### src/rtl/control_barra.sv
// control_barra: push-button front-end for the paddle block.
//
// Two raw, asynchronous, bouncing buttons are synchronized and debounced.
// The result is resolved into a single direction. A small FSM turns that
// direction into one-cycle move commands: one immediately on a press, then
// auto-repeat while the button stays held.
//
// Ports:
//   clk      - system clock (only clock)
//   reset    - asynchronous, active-low reset
//   btn_up   - raw up button, active-high, asynchronous to clk
//   btn_down - raw down button, active-high, asynchronous to clk
//   up       - registered one-cycle move-up command
//   down     - registered one-cycle move-down command
//
// Parameters (all >= 2 and < 2^24, counters are 24 bits):
//   DEBOUNCE      - consecutive stable cycles needed to accept a level change
//   REPEAT_DELAY  - cycles from the first command to the first auto-repeat
//   REPEAT_PERIOD - cycles between later auto-repeats

module control_barra #(
  parameter int unsigned DEBOUNCE      = 250000,
  parameter int unsigned REPEAT_DELAY  = 7500000,
  parameter int unsigned REPEAT_PERIOD = 2500000
) (
  input  logic clk,
  input  logic reset,
  input  logic btn_up,
  input  logic btn_down,
  output logic up,
  output logic down
);

  localparam logic [23:0] DB_LAST     = 24'(DEBOUNCE - 1);
  localparam logic [23:0] DELAY_LAST  = 24'(REPEAT_DELAY - 1);
  localparam logic [23:0] PERIOD_LAST = 24'(REPEAT_PERIOD - 1);

  // Direction codes; 2'b00 doubles as the reset value of dir.
  localparam logic [1:0] CMD_NONE = 2'b00;
  localparam logic [1:0] CMD_UP   = 2'b01;
  localparam logic [1:0] CMD_DOWN = 2'b10;

  typedef enum logic [1:0] {
    IDLE   = 2'd0,
    DELAY  = 2'd1,
    REPEAT = 2'd2
  } state_t;

  // Index 0 is the up button, index 1 is the down button.
  logic [1:0]  raw;
  logic [1:0]  s1;
  logic [1:0]  s2;
  logic [1:0]  stable;
  logic [23:0] db_cnt [2];

  logic [1:0]  cmd;
  state_t      state;
  state_t      state_next;
  logic [1:0]  dir;
  logic [1:0]  dir_next;
  logic [23:0] tmr;
  logic [23:0] tmr_next;
  logic        up_next;
  logic        down_next;

  assign raw = {btn_down, btn_up};

  // Two-flop synchronizers for both raw buttons.
  always_ff @(posedge clk or negedge reset) begin
    if (!reset) begin
      s1 <= 2'b00;
      s2 <= 2'b00;
    end else begin
      s1 <= raw;
      s2 <= s1;
    end
  end

  // Debouncers: a level is accepted only after DEBOUNCE consecutive cycles
  // of disagreement with the current stable value. Any agreement restarts
  // the count, so short glitches never reach the stable value.
  always_ff @(posedge clk or negedge reset) begin
    if (!reset) begin
      stable    <= 2'b00;
      db_cnt[0] <= 24'd0;
      db_cnt[1] <= 24'd0;
    end else begin
      for (int i = 0; i < 2; i++) begin
        if (s2[i] == stable[i]) begin
          db_cnt[i] <= 24'd0;
        end else if (db_cnt[i] == DB_LAST) begin
          stable[i] <= s2[i];
          db_cnt[i] <= 24'd0;
        end else begin
          db_cnt[i] <= db_cnt[i] + 24'd1;
        end
      end
    end
  end

  // Direction resolve: both held, or neither held, means no motion.
  always_comb begin
    cmd = CMD_NONE;
    if (stable[0] && !stable[1]) begin
      cmd = CMD_UP;
    end else if (stable[1] && !stable[0]) begin
      cmd = CMD_DOWN;
    end else begin
      cmd = CMD_NONE;
    end
  end

  // Command FSM state, latched direction, repeat timer and output pulses.
  always_ff @(posedge clk or negedge reset) begin
    if (!reset) begin
      state <= IDLE;
      dir   <= CMD_NONE;
      tmr   <= 24'd0;
      up    <= 1'b0;
      down  <= 1'b0;
    end else begin
      state <= state_next;
      dir   <= dir_next;
      tmr   <= tmr_next;
      up    <= up_next;
      down  <= down_next;
    end
  end

  // Next-state logic. Any change of resolved direction drops back to IDLE
  // without a pulse, so a swap to the opposite button costs one extra edge
  // and the old direction can never pulse after the change.
  always_comb begin
    state_next = state;
    dir_next   = dir;
    tmr_next   = tmr;
    up_next    = 1'b0;
    down_next  = 1'b0;
    case (state)
      IDLE: begin
        if (cmd != CMD_NONE) begin
          dir_next   = cmd;
          up_next    = (cmd == CMD_UP);
          down_next  = (cmd == CMD_DOWN);
          tmr_next   = 24'd0;
          state_next = DELAY;
        end else begin
          state_next = IDLE;
        end
      end
      DELAY: begin
        if (cmd != dir) begin
          state_next = IDLE;
        end else if (tmr == DELAY_LAST) begin
          up_next    = (dir == CMD_UP);
          down_next  = (dir == CMD_DOWN);
          tmr_next   = 24'd0;
          state_next = REPEAT;
        end else begin
          tmr_next = tmr + 24'd1;
        end
      end
      REPEAT: begin
        if (cmd != dir) begin
          state_next = IDLE;
        end else if (tmr == PERIOD_LAST) begin
          up_next    = (dir == CMD_UP);
          down_next  = (dir == CMD_DOWN);
          tmr_next   = 24'd0;
          state_next = REPEAT;
        end else begin
          tmr_next = tmr + 24'd1;
        end
      end
      default: begin
        state_next = IDLE;
        dir_next   = CMD_NONE;
        tmr_next   = 24'd0;
      end
    endcase
  end

endmodule

### config.mk
export PLATFORM = sky130hd
export DESIGN_NAME = control_barra
export DESIGN_NICKNAME = d
export VERILOG_FILES = /design/src/rtl/control_barra.sv
export SDC_FILE = /design/constraint.sdc
export NUM_CORES = 1
export LEC_CHECK = 0
export ABC_AREA = 1
export BUFFER_PORTS_ARGS = -buffer_cell sky130_fd_sc_hd__buf_2
export CELL_PAD_IN_SITES_DETAIL_PLACEMENT = 0
export CELL_PAD_IN_SITES_GLOBAL_PLACEMENT = 1
export CORE_UTILIZATION = 50
export CTS_BUF_LIST = sky130_fd_sc_hd__clkbuf_4 sky130_fd_sc_hd__clkbuf_8 sky130_fd_sc_hd__clkbuf_16
export CTS_CLUSTER_DIAMETER = 100
export DETAILED_ROUTE_END_ITERATION = 8
export HOLD_SLACK_MARGIN = 0.1
export MAX_ROUTING_LAYER = met4
export PLACE_DENSITY_LB_ADDON = 0.1
export SETUP_SLACK_MARGIN = 0.3
export SKIP_LAST_GASP = 1
export SLEW_MARGIN = 20
export SYNTH_ARGS = -nofsm -noshare
export SYNTH_HDL_FRONTEND = slang
export SYNTH_SLANG_ARGS = --single-unit
### constraint.sdc
create_clock -name clk -period 3.1 [get_ports clk]
set_clock_uncertainty 0.15 [all_clocks]
set_input_delay 0.62 -clock clk [delete_from_list [all_inputs] [get_ports clk]]
set_output_delay 0.62 -clock clk [all_outputs]
set_load 0.02 [all_outputs]
==> impl_metrics.py, run 1 <==
metrics = {
    "worst_setup_path": {
        "cp_slowest_cell": "dfrtp_1",
        "crit_type": "flop to flop",
        "crit_path_end_kind": "flop",
        "cp_common_cell": "nand2_1",
        "required_ns": 3.22,
        "worstPathMaxFanout": 19,
        "path_cells": "inv_1 -> ha_1 -> inv_1 -> nand2_1 -> nand2_1 -> nand2_1 -> nand2_1 -> nand2_2 -> inv_2 -> nand2_2 -> o21ai_0 -> nand2_1 -> nor2_1",
        "critPathBufInv": 3,
        "cpPeakStageDelay_ns": 0.44,
        "worst-r2r-cell-count": 13,
        "worst-path-stages": 13,
        "start_kind": "flop",
        "cp.arrival_ns": 2.56,
        "cp_top_family": "simple AND/OR/NAND/NOR gates",
    },
    "detailed_routing": {
        "avgRoutedWirePerCell_um": 13.75,
        "ant_nets": 0,
        "drt_iter0_drc": 152,
        "remaining_drc_errors": 0,
        "dr_total_vias": 4306,
        "routed_via_density": 5.219,
        "wl_um": 11350,
        "dr.pass1.iters": 6,
    },
    "outcome": {
        "run_status": "completed",
    },
    "clock_network": {
        "clk_path_buf_depth": 2,
        "cts_made_buffers": 9,
        "clkTransAtPathRegs_ns": 0.09,
        "insertion_delay_ns": 0.34,
        "htreeDepth": 3,
        "cts-resized-gates": 0,
        "cts_tree": "done",
        "post_cts_buffers": 0,
        "cts_root_buf": "clkbuf_8",
        "cts_hold_buf": 0,
        "cts.sinks": 84,
    },
    "floorplan": {
        "dieArea_mm2": 0.01023,
        "core_area_mm2": 0.009371,
        "start_util_pct": 52.42,
        "pin_count": 6,
        "die_width_um": 101.1,
        "dieHeight_um": 101.1,
        "rows": 35,
    },
    "timing": {
        "finalCriticalPeriod_ns": 2.435,
        "grt_setup_unrepaired": "false",
        "final_max_slew_viol_count": 0,
        "fmax_mhz": 410.7,
        "timing.final.crit_share_pct": 78.55,
        "hold_viol_final": 0,
        "setup_viol": 0,
        "slew_headroom_pct": 63.23,
        "setup_tns_ns": 0,
        "fin_ws_ns": 0.6649,
        "worst_slew_pin_slew_ns": 0.5516,
    },
    "synthesis": {
        "ys_warn_count": 0,
        "synth_area_leaders": "dfrtp_1 43%, nor2_1 12%, nand2_1 10%, inv_1 6.3%, nand3_1 4.7%",
        "syn-cell-area_mm2": 0.004912,
        "yosysMostFrequentCell": "nor2_1",
        "synth_ff_type": "dfrtp_1",
        "async_reset_ff_share_pct": 100.0,
        "ys_seq_area_share_pct": 42.79,
        "synthTopCellsByCount": "153 x nor2_1, 136 x nand2_1, 84 x dfrtp_1",
        "yosysTopAreaCell": "dfrtp_1",
        "avgSynthCellArea_um2": 7.224,
        "synthCells": 680,
        "synth-edff-count": 0,
        "ys_ff_latch": 84,
        "synth_fp_nets": 695,
        "yosys.area.top_type_share_pct": 42.79,
        "synth_cell_types": 32,
    },
    "grt": {
        "grtUsageMet3_pct": 3.121,
        "met2_usage_pct": 40.45,
        "grt_pass1_wl_um": 19690,
        "grt_max_degree": 46,
        "busiest_layer": "met2",
        "use_met1_pct": 33.72,
        "antenna_found_initial": 0,
        "overflow": 0,
        "grt_usage_pct": 25.19,
        "grt_pass1_vias": 4160,
    },
    "hold_path": {
        "hold_class": "input pin to asynchronous set/reset pin",
    },
    "place": {
        "dpl.hpwl_um": 8400,
        "finalWeightedCongestion": 0.8889,
        "port_buffers": 5,
        "pre_cts_slack_ns": 0.6888,
    },
    "flow_run": {
        "drv_cap": 0,
    },
    "final_layout": {
        "nets": 706,
        "diodes": 0,
        "fillers": 934,
        "drive_gt1_share_pct": 6.609,
        "layout.core_utilization_pct": 55.98,
        "syn2layout_area_growth_pct": 6.801,
    },
    "power": {
        "p_leak_nw": 2.275,
        "pwr_density_cell_mw_per_mm2": 359.9,
        "ir_drop_uv": 272.2,
    },
}
[path summary, 6_finish.rpt]
path | startpoint | to | slack [ns]
max | stable[0]$_DFFE_PN0P_ | tmr[16]$_DFFE_PN0P_ | 0.66
min in group clk | s1[0]$_DFF_PN0_ | s2[0]$_DFF_PN0_ | 0.23
max reg2reg | stable[0]$_DFFE_PN0P_ | tmr[16]$_DFFE_PN0P_ | 0.66
min reg2reg | s1[0]$_DFF_PN0_ | s2[0]$_DFF_PN0_ | 0.23
min | reset | state[1]$_DFFE_PN0P_ | 0.1
max in group asynchronous | reset | db_cnt[1]$_DFF_PN0_ | 2.07
[layout by cell type (no fill, tap or decap), types with 10 or more instances in the layout]
| master | instances |
|---|---|
| a21oi_1 | 17 |
| clkbuf_8 | 10 |
| dfrtp_1 | 84 |
| ha_1 | 11 |
| inv_1 | 82 |
| nand2_1 | 136 |
| nand3_1 | 46 |
| nand4_1 | 24 |
| nor2_1 | 153 |
| nor3_1 | 37 |
| o21ai_0 | 21 |
| xor2_1 | 17 |
[state kept, by name, indices dropped and copies added (netlist names)]
signal	count
s1	2
stable	2
tmr	24
db_cnt	48
down	1
state	2
dir	2
s2	2
up	1
[per-stage QoR]
stage	std cells	hold slack, ns	total power (W)	area [um2]
after floorplan	680	0.1744	0.001151	4912
after global placement	809	0.2165	0.001186	5069
after detailed placement	809	0.2123	0.001188	5069
after CTS	825	0.1228	0.001908	5246
after global routing	825	0.1224	0.001962	5246
final	825	0.09880	0.001888	5246
[layer usage]
metal	wire (um)	vias to the layer above	share of wire, %
met5	0	-	0
met4	163	0	1.4
met3	398	17	3.5
met2	5214	82	46
met1	5568	2013	49
li1	-	2194	-
[kinds of logic (layout without fill, tap and decap cells)]
| family | count (synthesis) | in the layout | synth area share, % |
|---|---|---|---|
| AND/OR/NAND/NOR | 427 | 427 | 37.93 |
| XOR/XNOR | 24 | 24 | 4.279 |
| AO/OA/AOI/OAI | 42 | 42 | 4.559 |
| flip-flops | 84 | 84 | 42.79 |
| buffers and inverters | 92 | 108 | 7.641 |
| adder cells (fa/ha/maj) | 11 | 11 | 2.802 |
[final cells by class]
class                      instances  area, um2  area share (%)
clock buffer                      12      152.6           2.910
clock inverter                     4      25.02          0.4770
inverter                          86      322.8           6.153
multi-input combinational        504       2435           46.41
sequential                        84       2102           40.07
tap                              129      161.4           3.077
timing repair buffer               6      47.55          0.9063
[where the power goes]
group / switching, W / internal, W
clock network: 0.000396 / 0.000329
registers: 0.00000708 / 0.00110
logic: 0.0000403 / 0.0000121
Power figures use the tool's default switching activity.
==> run 2: changes to the inputs <==
Settings changed: CORE_UTILIZATION 50 to 47.
Clock period 3.1 ns to 2.3 ns, I/O delays scaled along.
==> run 2 against run 1 <==
Against the previous run: non-clock buffer count is 18 higher; first-iteration DRC count is 85% higher; critical path type unchanged; fmax is 27% higher; critical path depth is 4 lower; global-route usage is 1.8 points lower; hold slack better by 0.12 ns; critical endpoint is now tmr[9]$_DFFE_PN0P_; utilization is 0.49 points lower.
==> impl_metrics.py, run 2 (same netlist as run 1, synthesis figures left out) <==
metrics = {
    "clock_network": {
        "htreeDepth": 3,
        "cts_made_buffers": 9,
        "clkTransAtPathRegs_ns": 0.09,
        "cts_tree": "done",
        "insertion_delay_ns": 0.36,
        "clk_path_buf_depth": 2,
        "cts_root_buf": "clkbuf_8",
        "cts.sinks": 84,
    },
    "final_layout": {
        "drive_gt1_share_pct": 11.08,
        "fillers": 957,
        "layout_commonest_cell": "nor2_1",
        "regArea_mm2": 0.002105,
        "top_register": "db_cnt",
        "multi_input_area_mm2": 0.002526,
        "final_cell_mix": "149 x nor2_1, 132 x nand2_1, 82 x dfrtp_1, 79 x inv_1, 44 x nand3_1",
        "syn2layout_area_growth_pct": 12.46,
        "diodes": 0,
        "largest_register_ffs": 48,
        "reg_top3": "db_cnt (48), tmr (24)",
        "nets": 724,
    },
    "power": {
        "p_int_w": 0.002031,
        "ir_drop_uv": 247.2,
        "clock_power_share_pct": 40.2,
        "p_comb_share_pct": 3.0,
        "seqPwrFrac_pct": 56.8,
        "p_sw_w": 0.0006044,
        "swShare_pct": 22.94,
        "total_power_w": 0.002635,
        "p_leak_nw": 2.396,
        "pwr_density_cell_mw_per_mm2": 477.0,
    },
    "worst_setup_path": {
        "cp_common_cell": "nor2_1",
        "worstPathMaxFanout": 10,
        "crit_type": "flop to flop",
        "ff2ff_setup_slack_ns": 0.38,
        "worst-r2r-cell-count": 9,
        "cp_top_family": "simple AND/OR/NAND/NOR gates",
        "cp_slowest_cell": "dfrtp_1",
        "path_cells": "nor2_1 -> nand2_1 -> nor2_4 -> nand3_1 -> nand2_2 -> nand2_4 -> a21oi_4 -> buf_4 -> nor2_1",
        "r2r_start": "tmr[19]$_DFFE_PN0P_",
        "worstReg2RegEnd": "tmr[9]$_DFFE_PN0P_",
        "cpPeakStageDelay_ns": 0.46,
        "cp.arrival_ns": 2.02,
        "critPathBufInv": 1,
        "start_kind": "flop",
        "required_ns": 2.40,
        "crit_path_end_kind": "flop",
    },
    "floorplan": {
        "dieHeight_um": 104.2,
        "pin_count": 6,
        "core_area_mm2": 0.009955,
        "die_width_um": 104.2,
        "rows": 36,
        "dieArea_mm2": 0.01086,
        "start_util_pct": 49.35,
    },
    "detailed_routing": {
        "drt_iter0_drc": 281,
        "remaining_drc_errors": 0,
        "routed_via_density": 5.110,
        "avgRoutedWirePerCell_um": 13.72,
        "wl_um": 11610,
        "dr_total_vias": 4323,
        "dr.pass1.iters": 5,
        "ant_nets": 0,
    },
    "timing": {
        "hold_viol_final": 0,
        "slew_headroom_pct": 63.13,
        "setup_viol": 0,
        "setup_tns_ns": 0,
        "timing.final.crit_share_pct": 83.37,
        "final_max_slew_viol_count": 0,
        "fmax_mhz": 521.5,
        "worst_slew_pin_slew_ns": 0.5530,
        "grt_setup_unrepaired": "true",
        "finalCriticalPeriod_ns": 1.918,
    },
    "hold_path": {
        "hold_path_end": "s2[1]$_DFF_PN0_",
        "hold_class": "flop to flop",
        "holdPathStages": 0,
        "hp-start": "s1[1]$_DFF_PN0_",
    },
    "place": {
        "dpl.hpwl_um": 8524,
        "finalWeightedCongestion": 0.8712,
        "port_buffers": 5,
    },
    "grt": {
        "overflow": 0,
        "antenna_found_initial": 0,
        "grt_max_degree": 41,
        "grt_pass1_vias": 4122,
        "grt_usage_pct": 23.42,
        "grt_pass1_wl_um": 19720,
    },
    "flow_run": {
        "drv_cap": 0,
    },
    "outcome": {
        "run_status": "completed",
    },
}
-- run 2: changes by cell type in the layout (fill, tap and decap cells not counted), moves of 3 or more --
cell / previous run / this run
buf_4: 1 / 14
ha_1: 11 / 7
inv_1: 82 / 79
nor2_1: 153 / 149
nand2_1: 136 / 132
dlygate4sd3_1: 0 / 3
-- run 2: through the flow --
stage                     hold slack, ns  std cells  area [um2]  worst slack [ns]  utilization (%)
after floorplan                  0.01441        680        4912            0.4285                -
after global placement            0.1856        820        5126            0.1663            51.50
after detailed placement          0.1925        820        5126           0.08015            51.50
after CTS                         0.2133        841        5394            0.2971            54.19
after global routing              0.2350        846        5524            0.2597            55.49
final                             0.2147        846        5524            0.3824            55.49
-- run 2: timing repair --
item                                   CTS  global route
gates cloned                             0             0
resized for setup                        8            26
buffers inserted                         3             5
hold buffers                             3             0
pin swaps                                0             2
setup endpoints to repair               25            39
endpoints found under the hold margin   40             0
-- run 2: routing by layer --
layer / routed length (um) / up-vias / part of all wire [%] / track usage [%]
li1: - / 2220 / - / -
met1: 5606 / 2021 / 48 / 30.85
met2: 5500 / 67 / 47 / 37.24
met3: 329 / 15 / 2.8 / 4.010
met4: 172 / 0 / 1.5 / 6.735
met5: 0 / - / 0 / -
-- run 2: final cells by class --
cell class	instances	area share, %
Inverter	86	6.070
Clock buffer	10	2.492
Clock inverter	5	0.9513
Sequential cell	84	38.10
Tap cell	133	3.012
Timing Repair Buffer	24	3.647
Multi-Input combinational cell	504	45.73
-- run 2: worst max-delay path by stage --
stage | start | to | slack (ns) | depth (start not counted)
after floorplan | state[0]$_DFFE_PN0P_ | tmr[8]$_DFFE_PN0P_ | 0.43 | 10
after global placement | state[0]$_DFFE_PN0P_ | tmr[16]$_DFFE_PN0P_ | 0.17 | 10
after detailed placement | state[0]$_DFFE_PN0P_ | tmr[16]$_DFFE_PN0P_ | 0.08 | 10
after CTS | state[0]$_DFFE_PN0P_ | tmr[22]$_DFFE_PN0P_ | 0.30 | 11
after global routing | db_cnt[0]$_DFF_PN0_ | db_cnt[16]$_DFF_PN0_ | 0.26 | 9
final | tmr[19]$_DFFE_PN0P_ | tmr[9]$_DFFE_PN0P_ | 0.38 | 9
-- run 2: power groups by stage --
| stage | combinational [W] | clock, W | sequential, W |
|---|---|---|---|
| after floorplan | 0.0000277 | 0 | 0.00152 |
| after global routing | 0.0000940 | 0.00116 | 0.00150 |
| after global placement | 0.0000781 | 0 | 0.00153 |
| after detailed placement | 0.0000787 | 0 | 0.00153 |
| after CTS | 0.0000832 | 0.00110 | 0.00150 |
| final | 0.0000795 | 0.00106 | 0.00150 |
==> run 3: changes to the inputs <==
Clock period 2.3 ns to 2 ns, I/O delays scaled along.
==> run 3 against run 2 <==
Against the previous run: die area unchanged; sequential share of layout area shrank 4.2 points; clock power up 42%; highest routed layer unchanged; setup slack lost 0.25 ns; routed wire length increased by 11%.
==> impl_metrics.py, run 3 (same netlist as run 1, synthesis figures left out) <==
metrics = {
    "final_layout": {
        "final_cell_mix": "132 x nor2_1, 119 x nand2_1, 74 x dfrtp_1, 70 x inv_1",
        "drive_gt1_share_pct": 25.87,
        "layout.core_utilization_pct": 62.68,
        "largest_register_ffs": 48,
        "syn2layout_area_growth_pct": 27.02,
        "diodes": 0,
        "nets": 760,
        "top_register": "db_cnt",
        "reg_top3": "db_cnt (48), tmr (24)",
        "layout_commonest_cell": "nor2_1",
    },
    "grt": {
        "grt_max_degree": 35,
        "overflow": 0,
        "grt_usage_pct": 24.96,
        "grt_pass1_wl_um": 20890,
        "grt_pass1_vias": 4470,
        "antenna_found_initial": 0,
    },
    "worst_setup_path": {
        "cp.arrival_ns": 1.97,
        "worstPathMaxFanout": 8,
        "crit_start": "stable[1]$_DFFE_PN0P_",
        "cp-endpoint": "tmr[6]$_DFFE_PN0P_",
        "cpPeakStageDelay_ns": 0.46,
        "r2r_start": "stable[1]$_DFFE_PN0P_",
        "worstReg2RegEnd": "tmr[6]$_DFFE_PN0P_",
        "worst-r2r-cell-count": 12,
        "path_cells": "inv_2 -> ha_4 -> inv_2 -> nand2_2 -> nand2_2 -> nand2_2 -> nand2_4 -> nand2_8 -> buf_8 -> nor2_4 -> o22ai_2 -> nor2_1",
        "crit_path_end_kind": "flop",
        "cp_common_cell": "nand2_2",
        "start_kind": "flop",
        "required_ns": 2.11,
        "cp_slowest_cell": "dfrtp_2",
        "ff2ff_setup_slack_ns": 0.14,
        "crit_type": "flop to flop",
    },
    "floorplan": {
        "dieArea_mm2": 0.01086,
        "dieHeight_um": 104.2,
        "rows": 36,
        "start_util_pct": 49.35,
        "die_width_um": 104.2,
        "core_area_mm2": 0.009955,
        "pin_count": 6,
    },
    "timing": {
        "grt_setup_unrepaired": "true",
        "timing.hold.ws_ns": 0.2030,
        "setup_tns_ns": 0,
        "final_max_slew_viol_count": 0,
        "hold_viol_final": 0,
        "fmax_mhz": 536.5,
        "setup_viol": 0,
        "worst_slew_pin_slew_ns": 0.4609,
        "timing.final.crit_share_pct": 93.20,
        "slew_headroom_pct": 69.27,
        "finalCriticalPeriod_ns": 1.864,
    },
    "detailed_routing": {
        "dr_total_vias": 4638,
        "routed_via_density": 5.253,
        "drt_iter0_drc": 278,
        "dr.pass1.iters": 5,
        "remaining_drc_errors": 0,
        "wl_um": 12860,
        "avgRoutedWirePerCell_um": 14.57,
        "ant_nets": 0,
    },
    "power": {
        "ir_drop_uv": 341.5,
        "p_leak_nw": 2.694,
        "pwr_density_cell_mw_per_mm2": 536.3,
    },
    "clock_network": {
        "cts.sinks": 84,
        "cts_tree": "done",
        "cts_root_buf": "clkbuf_8",
        "clk_path_buf_depth": 2,
        "htreeDepth": 3,
        "cts_made_buffers": 9,
        "insertion_delay_ns": 0.37,
        "clkTransAtPathRegs_ns": 0.10,
    },
    "flow_run": {
        "drv_cap": 0,
    },
    "hold_path": {
        "hold_class": "flop to flop",
    },
    "outcome": {
        "run_status": "completed",
    },
    "place": {
        "dpl.hpwl_um": 8986,
        "finalWeightedCongestion": 0.9533,
        "port_buffers": 5,
    },
}
[run 3: repair_timing]
item                                    4_1_cts  5_1_grt
pin swaps                                    13       26
endpoints found under the setup margin       49       73
hold endpoints to repair                     27        0
buffers inserted                             13       14
cloned                                        0        2
gates resized for setup                      37       99
hold buffers                                  3        0
[run 3: stage by stage]
| stage | cells | worst slack [ns] | area [um2] | power (W) |
|---|---|---|---|---|
| 3_5_place_dp | 835 | 0.01158 | 5286 | 0.001847 |
| 5_1_grt | 883 | 0.003744 | 6240 | 0.003472 |
| 4_1_cts | 867 | 0.1531 | 5792 | 0.003357 |
| 6_report | 883 | 0.1360 | 6240 | 0.003346 |
| 3_3_place_gp | 835 | 0.08844 | 5286 | 0.001846 |
| 2_1_floorplan | 680 | 0.2779 | 4964 | 0.001784 |
[run 3: worst min-delay path by stage]
| stage | start | to | slack [ns] | depth (start not counted) |
|---|---|---|---|---|
| floorplan | reset | db_cnt[0]$_DFF_PN0_ | -0.05 | 0 |
| global placement | reset | tmr[4]$_DFFE_PN0P_ | 0.19 | 1 |
| detailed placement | s1[1]$_DFF_PN0_ | s2[1]$_DFF_PN0_ | 0.18 | 0 |
| CTS | s1[0]$_DFF_PN0_ | s2[0]$_DFF_PN0_ | 0.21 | 0 |
| global route | s1[1]$_DFF_PN0_ | s2[1]$_DFF_PN0_ | 0.22 | 0 |
| finish | s1[0]$_DFF_PN0_ | s2[0]$_DFF_PN0_ | 0.20 | 0 |
[run 3: power by group]
group          internal, W  leakage, nW  total [W]  switching [W]
clock             0.000846        0.120    0.00150       0.000656
combinational    0.0000452         1.43   0.000121      0.0000753
sequential         0.00171         1.14    0.00172      0.0000124
[run 3: per-layer routing]
layer / up-vias / global-route usage [%] / wire length, um
li1: 2300 / - / -
met1: 2163 / 31.74 / 5567
met2: 137 / 38.95 / 6276
met3: 38 / 3.446 / 601
met4: 0 / 12.96 / 416
met5: - / - / 0
[run 3: critical path, delay by kind of cell, from the launching register on]
| family | cells | cell delay, ns |
|---|---|---|
| AND/OR/NAND/NOR | 7 | 0.53 |
| flip-flops | 1 | 0.46 |
| buffers and inverters | 3 | 0.31 |
| adder cells (fa/ha/maj) | 1 | 0.17 |
| AO/OA/AOI/OAI | 1 | 0.15 |
[run 3: area by class of cell]
cell class	count	area, um2
Clock inverter	6	111.4
Fill cell	897	3715
Tap cell	133	166.4
Multi-Input combinational cell	504	2859
Timing Repair inverter	1	11.26
Inverter	86	335.3
Clock buffer	10	131.4
Sequential cell	84	2115
Timing Repair Buffer	59	510.5
